<file path="src/rtl/sprite_rom_sched_if.sv">
// Bundle between the per-object row renderers, the sprite ROM and sprite_rom_sched.
// i_mirror exists only when SPRITE_SCHED_MIRROR_EN is defined.
interface sprite_rom_sched_if #(
    parameter int NUM_REQ = 3
);
    logic [NUM_REQ-1:0]   i_req;
    logic [3*NUM_REQ-1:0] i_row;
    logic [5:0]           o_rom_counter;
    logic                 i_rom_color;
    logic [NUM_REQ-1:0]   o_ack;
    logic [7:0]           o_row_data;
    logic                 o_busy;
`ifdef SPRITE_SCHED_MIRROR_EN
    logic [NUM_REQ-1:0]   i_mirror;

    modport slave (
        input  i_req, i_row, i_rom_color, i_mirror,
        output o_rom_counter, o_ack, o_row_data, o_busy
    );
    modport master (
        output i_req, i_row, i_rom_color, i_mirror,
        input  o_rom_counter, o_ack, o_row_data, o_busy
    );
`else
    modport slave (
        input  i_req, i_row, i_rom_color,
        output o_rom_counter, o_ack, o_row_data, o_busy
    );
    modport master (
        output i_req, i_row, i_rom_color,
        input  o_rom_counter, o_ack, o_row_data, o_busy
    );
`endif
endinterface

</file>
<file path="src/rtl/sprite_rom_sched.sv">
// Round-robin sharer of the 8x8 one-bit sprite ROM: grant, walk 8 columns, ack one row word.
// Latency: ack visible 9 cycles after the grant edge, one row per 10 cycles; no backpressure (level requests).
// Optional horizontal mirroring is built when SPRITE_SCHED_MIRROR_EN is defined.
module sprite_rom_sched #(
    parameter int NUM_REQ = 3
) (
    input  logic              clk,
    input  logic              rst_n,
    sprite_rom_sched_if.slave bus
);
    localparam int IDX_W = (NUM_REQ > 1) ? $clog2(NUM_REQ) : 1;

    localparam logic [1:0] ST_IDLE  = 2'd0;
    localparam logic [1:0] ST_FETCH = 2'd1;
    localparam logic [1:0] ST_DONE  = 2'd2;

    logic [1:0]         state_q, state_d;
    logic [2:0]         row_q, row_d;
    logic [2:0]         col_q, col_d;
    logic               mirror_q, mirror_d;
    logic [IDX_W-1:0]   win_q, win_d;
    logic [IDX_W-1:0]   rr_ptr_q, rr_ptr_d;
    logic [7:0]         data_q, data_d;
    logic [5:0]         rom_counter_q, rom_counter_d;
    logic [NUM_REQ-1:0] ack_q, ack_d;
    logic [7:0]         row_data_q, row_data_d;
    logic               busy_q, busy_d;

    logic               grant_vld;
    logic [IDX_W-1:0]   grant_idx;
    logic [2:0]         grant_row;
    logic               grant_mir;
    int                 cand;

    // col_q counts samples 0..7; the ROM column is that count, reversed when mirroring.
    function automatic logic [2:0] rom_col(input logic [2:0] step, input logic mir);
        return mir ? (3'd7 - step) : step;
    endfunction

    // Round-robin search starting at rr_ptr_q.
    always_comb begin
        grant_vld = 1'b0;
        grant_idx = '0;
        cand      = 0;
        for (int k = 0; k < NUM_REQ; k++) begin
            cand = int'(rr_ptr_q) + k;
            if (cand >= NUM_REQ) begin
                cand = cand - NUM_REQ;
            end
            if (!grant_vld && bus.i_req[cand]) begin
                grant_vld = 1'b1;
                grant_idx = IDX_W'(cand);
            end
        end
    end

    assign grant_row = bus.i_row[3*int'(grant_idx) +: 3];

`ifdef SPRITE_SCHED_MIRROR_EN
    assign grant_mir = bus.i_mirror[grant_idx];
`else
    assign grant_mir = 1'b0;
`endif

    always_comb begin
        state_d       = state_q;
        row_d         = row_q;
        col_d         = col_q;
        mirror_d      = mirror_q;
        win_d         = win_q;
        rr_ptr_d      = rr_ptr_q;
        data_d        = data_q;
        rom_counter_d = rom_counter_q;
        ack_d         = '0;
        row_data_d    = '0;
        busy_d        = (state_q != ST_IDLE);

        case (state_q)
            ST_IDLE: begin
                if (grant_vld) begin
                    win_d         = grant_idx;
                    row_d         = grant_row;
                    mirror_d      = grant_mir;
                    col_d         = 3'd0;
                    rom_counter_d = {grant_row, rom_col(3'd0, grant_mir)};
                    state_d       = ST_FETCH;
                end
            end
            ST_FETCH: begin
                // The ROM answers combinationally for the address already on the bus.
                data_d[col_q] = bus.i_rom_color;
                col_d         = col_q + 3'd1;
                if (col_q == 3'd7) begin
                    state_d = ST_DONE;
                end else begin
                    rom_counter_d = {row_q, rom_col(col_q + 3'd1, mirror_q)};
                end
            end
            ST_DONE: begin
                ack_d      = NUM_REQ'(1) << win_q;
                row_data_d = data_q;
                rr_ptr_d   = (int'(win_q) == NUM_REQ - 1) ? '0 : (win_q + 1'b1);
                state_d    = ST_IDLE;
            end
            default: begin
                state_d = ST_IDLE;
            end
        endcase
    end

    always_ff @(posedge clk or negedge rst_n) begin
        if (!rst_n) begin
            state_q       <= ST_IDLE;
            row_q         <= '0;
            col_q         <= '0;
            mirror_q      <= 1'b0;
            win_q         <= '0;
            rr_ptr_q      <= '0;
            data_q        <= '0;
            rom_counter_q <= '0;
            ack_q         <= '0;
            row_data_q    <= '0;
            busy_q        <= 1'b0;
        end else begin
            state_q       <= state_d;
            row_q         <= row_d;
            col_q         <= col_d;
            mirror_q      <= mirror_d;
            win_q         <= win_d;
            rr_ptr_q      <= rr_ptr_d;
            data_q        <= data_d;
            rom_counter_q <= rom_counter_d;
            ack_q         <= ack_d;
            row_data_q    <= row_data_d;
            busy_q        <= busy_d;
        end
    end

    assign bus.o_rom_counter = rom_counter_q;
    assign bus.o_ack         = ack_q;
    assign bus.o_row_data    = row_data_q;
    assign bus.o_busy        = busy_q;

    ack_onehot_a: assert property (@(posedge clk) disable iff (!rst_n) $onehot0(ack_q));
    data_only_with_ack_a: assert property (@(posedge clk) disable iff (!rst_n)
        (ack_q == '0) |-> (row_data_q == 8'h00));

endmodule

</file>
<file path="src/flat_wrapper.sv">
// flat-port wrapper written by rule: the top's interface ports become plain ports
module sprite_rom_sched_flat 
#(
    parameter int NUM_REQ = 3
)
  (clk, rst_n, bus_i_req, bus_i_row, bus_i_rom_color, bus_o_rom_counter, bus_o_ack, bus_o_row_data, bus_o_busy);
  sprite_rom_sched_if #(.NUM_REQ(NUM_REQ)) bus_i ();
  input  logic clk;
  input  logic rst_n;
  input wire logic [$bits(bus_i.i_req)-1:0] bus_i_req;
  input wire logic [$bits(bus_i.i_row)-1:0] bus_i_row;
  input wire logic [$bits(bus_i.i_rom_color)-1:0] bus_i_rom_color;
  output wire logic [$bits(bus_i.o_rom_counter)-1:0] bus_o_rom_counter;
  output wire logic [$bits(bus_i.o_ack)-1:0] bus_o_ack;
  output wire logic [$bits(bus_i.o_row_data)-1:0] bus_o_row_data;
  output wire logic [$bits(bus_i.o_busy)-1:0] bus_o_busy;
  assign bus_i.i_req = bus_i_req;
  assign bus_i.i_row = bus_i_row;
  assign bus_i.i_rom_color = bus_i_rom_color;
  assign bus_o_rom_counter = bus_i.o_rom_counter;
  assign bus_o_ack = bus_i.o_ack;
  assign bus_o_row_data = bus_i.o_row_data;
  assign bus_o_busy = bus_i.o_busy;
  sprite_rom_sched #(.NUM_REQ(NUM_REQ)) u_core (.clk(clk), .rst_n(rst_n), .bus(bus_i));
endmodule
</file>
<file path="config.mk">
export PLATFORM = sky130hd
export DESIGN_NAME = sprite_rom_sched_flat
export DESIGN_NICKNAME = d
export VERILOG_FILES = /design/src/rtl/sprite_rom_sched_if.sv /design/src/rtl/sprite_rom_sched.sv /design/src/flat_wrapper.sv
export SDC_FILE = /design/constraint.sdc
export NUM_CORES = 1
export LEC_CHECK = 0
export ABC_CLOCK_PERIOD_IN_PS = 3100
export CELL_PAD_IN_SITES_DETAIL_PLACEMENT = 0
export CELL_PAD_IN_SITES_GLOBAL_PLACEMENT = 1
export CORE_UTILIZATION = 30
export CTS_CLUSTER_SIZE = 16
export DETAILED_ROUTE_END_ITERATION = 10
export PLACE_DENSITY_LB_ADDON = 0.1
export SLEW_MARGIN = 20
export SYNTH_ARGS = -nofsm -noshare
export SYNTH_HDL_FRONTEND = slang
export SYNTH_SLANG_ARGS = --single-unit
</file>
<file path="constraint.sdc">
create_clock -name clk -period 3.1 [get_ports clk]
set_input_delay 0.62 -clock clk [delete_from_list [all_inputs] [get_ports clk]]
set_output_delay 0.62 -clock clk [all_outputs]
set_load 0.005 [all_outputs]
</file>
==> results of run 1 <==
[logic make-up (layout without fill, tap and decap cells)]
group | count (synthesis) | after routing | share of synthesized area [%]
adder cells (fa/ha/maj) | 6 | 6 | 3.93
flip-flops | 38 | 38 | 49.8
multiplexers | 15 | 15 | 9.56
AO/OA/AOI/OAI | 30 | 30 | 13.1
AND/OR/NAND/NOR | 72 | 72 | 20.2
buffers and inverters | 13 | 44 | 3.41
[cell usage in the layout, fill, tap and decap left out, drive strengths merged, types with 2 or more instances in the layout]
master,netlist,routed
a211oi,2,2
a21o,3,3
a21oi,2,2
a221o,2,2
a22o,2,2
and2,14,14
clkbuf,5,6
clkdlybuf4s50,0,31
dfrtp,38,38
ha,6,6
inv,5,5
mux2,10,10
mux2i,5,5
nand2,14,14
nand2b,5,5
nand3,3,3
nand3b,3,3
nor2,13,13
nor2b,4,4
nor3,5,5
nor3b,6,6
o21ai,9,9
o32a,2,2
o41ai,2,2
or2,2,2
[per-stage QoR]
| step | instance area [sq um] | setup WS, ns | power (mW) | std cells |
|---|---|---|---|---|
| after global placement | 2270 | 0.328 | 1.85 | 273 |
| final | 2390 | 0.378 | 2.29 | 280 |
| after floorplan | 1910 | 0.724 | 1.58 | 174 |
| after global routing | 2390 | 0.221 | 2.46 | 280 |
| after detailed placement | 2270 | 0.264 | 1.86 | 273 |
| after CTS | 2390 | 0.364 | 2.31 | 280 |
[path summary, 6_finish.rpt]
kind | start | to | slack (ns) | cells past startpoint
worst max-delay path | u_core.rr_ptr_q[0] | u_core.row_q[0] | 0.38 | 8
worst min-delay path | rst_n | u_core.bus.o_rom_counter[3] | 0.44 | 1
worst max register to register | u_core.rr_ptr_q[0] | u_core.row_q[0] | 0.38 | 8
worst min register to register | u_core.data_q[0] | u_core.bus.o_row_data[0] | 0.48 | 1
max in group asynchronous | rst_n | u_core.row_q[2] | 2.11 | 1
min in group clk | u_core.data_q[0] | u_core.bus.o_row_data[0] | 0.48 | 1
[area by class of cell]
class                   count  area share [%]
clock buffers               6            3.46
clock inverters             1            1.26
inverters                   5           0.787
multi-input cells         123            37.5
flip-flops and latches     38            39.9
well taps                  75            3.93
repair buffers             32            13.2
[worst max-delay path: stages, from the launching register on]
cell and delay [ns]:
dfrtp_1 0.41, inv_1 0.08, ha_1 0.47, mux2i_1 0.36
o22a_1 0.24, a311oi_2 0.11, a21oi_2 0.28, mux2_4 0.34
a221o_1 0.32
[sequential cells by signal (all words and copies together) (netlist names)]
register and count:
u_core.win_q 2, u_core.data_q 8, u_core.rr_ptr_q 2, u_core.bus.o_ack 3, u_core.row_q 3, u_core.bus.o_rom_counter 6
u_core.bus.o_busy 1, u_core.state_q 2, u_core.col_q 3, u_core.bus.o_row_data 8
[routing by layer]
layer | part of all wire [%] | vias up | global-route usage [%]
li1 | - | 671 | -
met2 | 45 | 46 | 20.2
met1 | 48 | 652 | 17.7
met5 | 0 | - | 0
met4 | 1.2 | 0 | 5.79
met3 | 5.7 | 6 | 3.67
[report_power, final]
group / switching (mW) / internal (mW) / total [mW]
sequential: 0.139 / 0.671 / 0.810
combinational: 0.532 / 0.516 / 1.05
clock: 0.170 / 0.257 / 0.428
==> flow_summary.yaml, run 1 <==
run_status:
  status: "complete, no violations"
timing:
  period_needed_ns: 2.72
  holdWs_ns: 0.439
  rsz0062_at_grt: "no"
  slew_headroom_pct: 42.5
  tightest_slew_ns: 0.863
  slew_viol_final: 0
  fin_skew_ns: 0.00274
  fin_setup_tns_ns: 0
  max_freq_mhz: 367
  finalHoldViolCount: 0
  timing.final.crit_share_pct: 87.8
  setup-violations-final: 0
clock_tree:
  cts_hold_buf: 0
  clk_path_buf_depth: 2
  insertion_delay_ns: 0.28
  cts_buffers: 5
  clock_sinks: 38
  cts_tree: "done"
  root_buffer: "clkbuf_8"
  htree_num_levels: 2
  post_cts_resize_count: 0
  clk_pin_slew_worst_paths_ns: 0.07
  post_cts_buffers: 0
floorplanning:
  start_util_pct: 31.7
  die_x_um: 81.8
  die_area_sq_mm: 0.00669
  num_rows: 28
  core_sq_mm: 0.00603
  ios: 33
  die_h_um: 81.8
finish:
  synthToLayoutAreaGrowth_pct: 24.9
  seq_area_sq_um: 951
  fillers: 608
  nets: 226
  drive_above_1_share_pct: 11.7
  fin_util_pct: 39.6
  diodes: 0
  multiInputGateArea_sq_um: 895
yosys:
  synth_top_area_share_pct: 49.8
  mappedNetlistNets: 195
  yosysTopAreaCell: "dfrtp_1"
  syn_area_sq_mm: 0.00191
  yosys_warnings: 0
  ys_seq_area_share_pct: 49.8
  ys_types: 41
  async_flop_share_pct: 100
  ys_ff_latch: 38
  synth_most_common_cell: "dfrtp_1"
  ys.flop_type: "dfrtp_1"
  synth_common_cells: "dfrtp_1, and2_1, nand2_1"
  synthCells: 174
  synth_edf_count: 0
  avgSynthCellArea_sq_um: 11.0
  synth_top_cells_by_area: "dfrtp_1, mux2_2, and2_1"
pwr:
  irDropWorstVdd_mv: 0.393
  leakagePower_nw: 1.02
  p_per_area_mw_per_mm2: 958
detailed_routing:
  first_pass_iters: 4
  drtAntennaViolNets: 0
  wl_mm: 4.00
  drc: 0
  first_iter_violations: 41
  wl_per_cell_um: 14.3
  detail_route.vias_per_cell: 4.91
  vias: 1375
grt:
  grt_pass1_wl_mm: 6.59
  grt_max_degree: 39
  grt_usage_pct: 13.3
  overflow: 0
  antenna_found_initial: 0
  grt_pass1_vias: 1397
critical_path:
  crit_fanout: 10
  arrival_ns: 2.89
  start_kind: "flip-flop"
  crit_required_ns: 3.27
  worst_setup_path_end_kind: "flip-flop"
  critPathKind: "reg -> reg"
place:
  dpl.hpwl_mm: 2.83
  portBuffers: 32
  gp_congestion: 0.904
worst_hold_path:
  hold_path.class: "in -> async"
job:
  cap_violations: 0
(Power assumes the default switching activity.)
==> run 2: changes to the inputs <==
--- a/config.mk
+++ b/config.mk
@@ -11,6 +11,7 @@
 export CORE_UTILIZATION = 30
 export CTS_CLUSTER_SIZE = 16
 export DETAILED_ROUTE_END_ITERATION = 10
+export GPL_TIMING_DRIVEN = 0
 export PLACE_DENSITY_LB_ADDON = 0.1
 export SLEW_MARGIN = 20
 export SYNTH_ARGS = -nofsm -noshare
==> flow_summary.yaml, run 2 (synthesized netlist as in run 1, its figures left out) <==
finish:
  fin_util_pct: 41.2
  nets: 235
  final_common_cell: "dfrtp_1"
  synthToLayoutAreaGrowth_pct: 29.9
  final_cell_mix: "dfrtp_1, clkdlybuf4s50_1, and2_1, nand2_1, nor2_1"
  diodes: 0
  fillers: 599
  drive_above_1_share_pct: 13.5
timing:
  holdWs_ns: 0.234
  max_freq_mhz: 379
  finalHoldViolCount: 0
  fin_setup_tns_ns: 0
  slew_headroom_pct: 59.1
  timing.final.crit_share_pct: 85.0
  setup-violations-final: 0
  fin_skew_ns: 0.00312
  rsz0062_at_grt: "no"
  slew_viol_final: 0
  tightest_slew_ns: 0.611
  period_needed_ns: 2.64
floorplanning:
  ios: 33
  num_rows: 28
  start_util_pct: 31.7
  core_sq_mm: 0.00603
  die_h_um: 81.8
  die_x_um: 81.8
  die_area_sq_mm: 0.00669
pwr:
  p_per_area_mw_per_mm2: 978
  leakagePower_nw: 1.07
  finalPower_mw: 2.43
  irDropWorstVdd_mv: 0.432
clock_tree:
  insertion_delay_ns: 0.28
  cts_buffers: 5
  post_cts_buffers: 0
  cts_hold_buf: 0
  root_buffer: "clkbuf_8"
  clock_sinks: 38
  cts_tree: "done"
  clk_path_buf_depth: 2
  htree_num_levels: 2
  post_cts_resize_count: 0
  clk_pin_slew_worst_paths_ns: 0.08
detailed_routing:
  wl_per_cell_um: 13.7
  detail_route.vias_per_cell: 4.83
  drtAntennaViolNets: 0
  first_pass_iters: 4
  drc: 0
  first_iter_violations: 72
  vias: 1400
  wl_mm: 3.98
grt:
  grt_pass1_wl_mm: 6.74
  antenna_found_initial: 0
  grt_usage_pct: 13.5
  overflow: 0
  grt_pass1_vias: 1442
  grt_max_degree: 27
job:
  cap_violations: 0
worst_hold_path:
  hold_path.class: "in -> async"
place:
  portBuffers: 32
  dpl.hpwl_mm: 2.93
  gp_congestion: 0.845
run_status:
  status: "complete, no violations"
critical_path:
  critPathKind: "reg -> reg"
  worst_setup_path_end_kind: "flip-flop"
  crit_required_ns: 3.27
  start_kind: "flip-flop"
  arrival_ns: 2.81
  crit_fanout: 7
## run 2: cell types whose count changed in the layout (fill, tap and decap cells not counted), sizes merged
cell and change:
buf +4, clkbuf +5, bufinv +1
## run 2: through the flow
| stage | instances | setup WS [ns] | instance area (sq um) |
|---|---|---|---|
| global placement | 281 | 0.252 | 2320 |
| detailed placement | 282 | 0.199 | 2340 |
| CTS | 290 | 0.467 | 2480 |
| global route | 290 | 0.229 | 2480 |
| floorplan | 174 | 0.724 | 1910 |
| finish | 290 | 0.464 | 2480 |
## run 2: where the power goes
part	internal, mW	total [mW]	switching (mW)
Clock	0.343	0.516	0.172
Sequential	0.671	0.779	0.108
Combinational	0.555	1.13	0.579
## run 2: path summary, 6_finish.rpt
path / from / endpoint / slack (ns) / cells after the start
max: u_core.rr_ptr_q[1] / u_core.row_q[0] / 0.46 / 9
min: rst_n / u_core.rr_ptr_q[1] / 0.23 / 1
max reg2reg: u_core.rr_ptr_q[1] / u_core.row_q[0] / 0.46 / 9
min reg2reg: u_core.data_q[1] / u_core.bus.o_row_data[1] / 0.47 / 1
max in group asynchronous: rst_n / u_core.bus.o_row_data[0] / 2.42 / 2
min in group clk: u_core.data_q[1] / u_core.bus.o_row_data[1] / 0.47 / 1
## run 2: area by class of cell
class / count / area (sq um) / share of cell area [%]
Tap cell: 75 / 93.8 / 3.78
Multi-Input combinational cell: 123 / 895 / 36.0
Timing Repair Buffer: 33 / 335 / 13.5
Buffer: 8 / 46.3 / 1.86
Clock inverter: 2 / 60.1 / 2.42
Sequential cell: 38 / 951 / 38.3
Inverter: 5 / 18.8 / 0.756
Clock buffer: 6 / 82.6 / 3.33
## run 2: routing by layer
metal	share of wire [%]	global-route usage, %	vias up
met5	0	0	-
met3	5.0	3.44	7
met1	52	18.6	661
met4	1.4	6.67	0
li1	-	-	691
met2	41	19.4	41
## run 2: worst max-delay path, cell delays in order (launching register included)
cell and delay (ns):
dfrtp_1 0.43, inv_1 0.10, ha_1 0.29, mux2i_1 0.38
mux2i_4 0.18, o21ai_0 0.26, and2_1 0.16, clkbuf_1 0.23
nor2_1 0.13, a221o_1 0.35
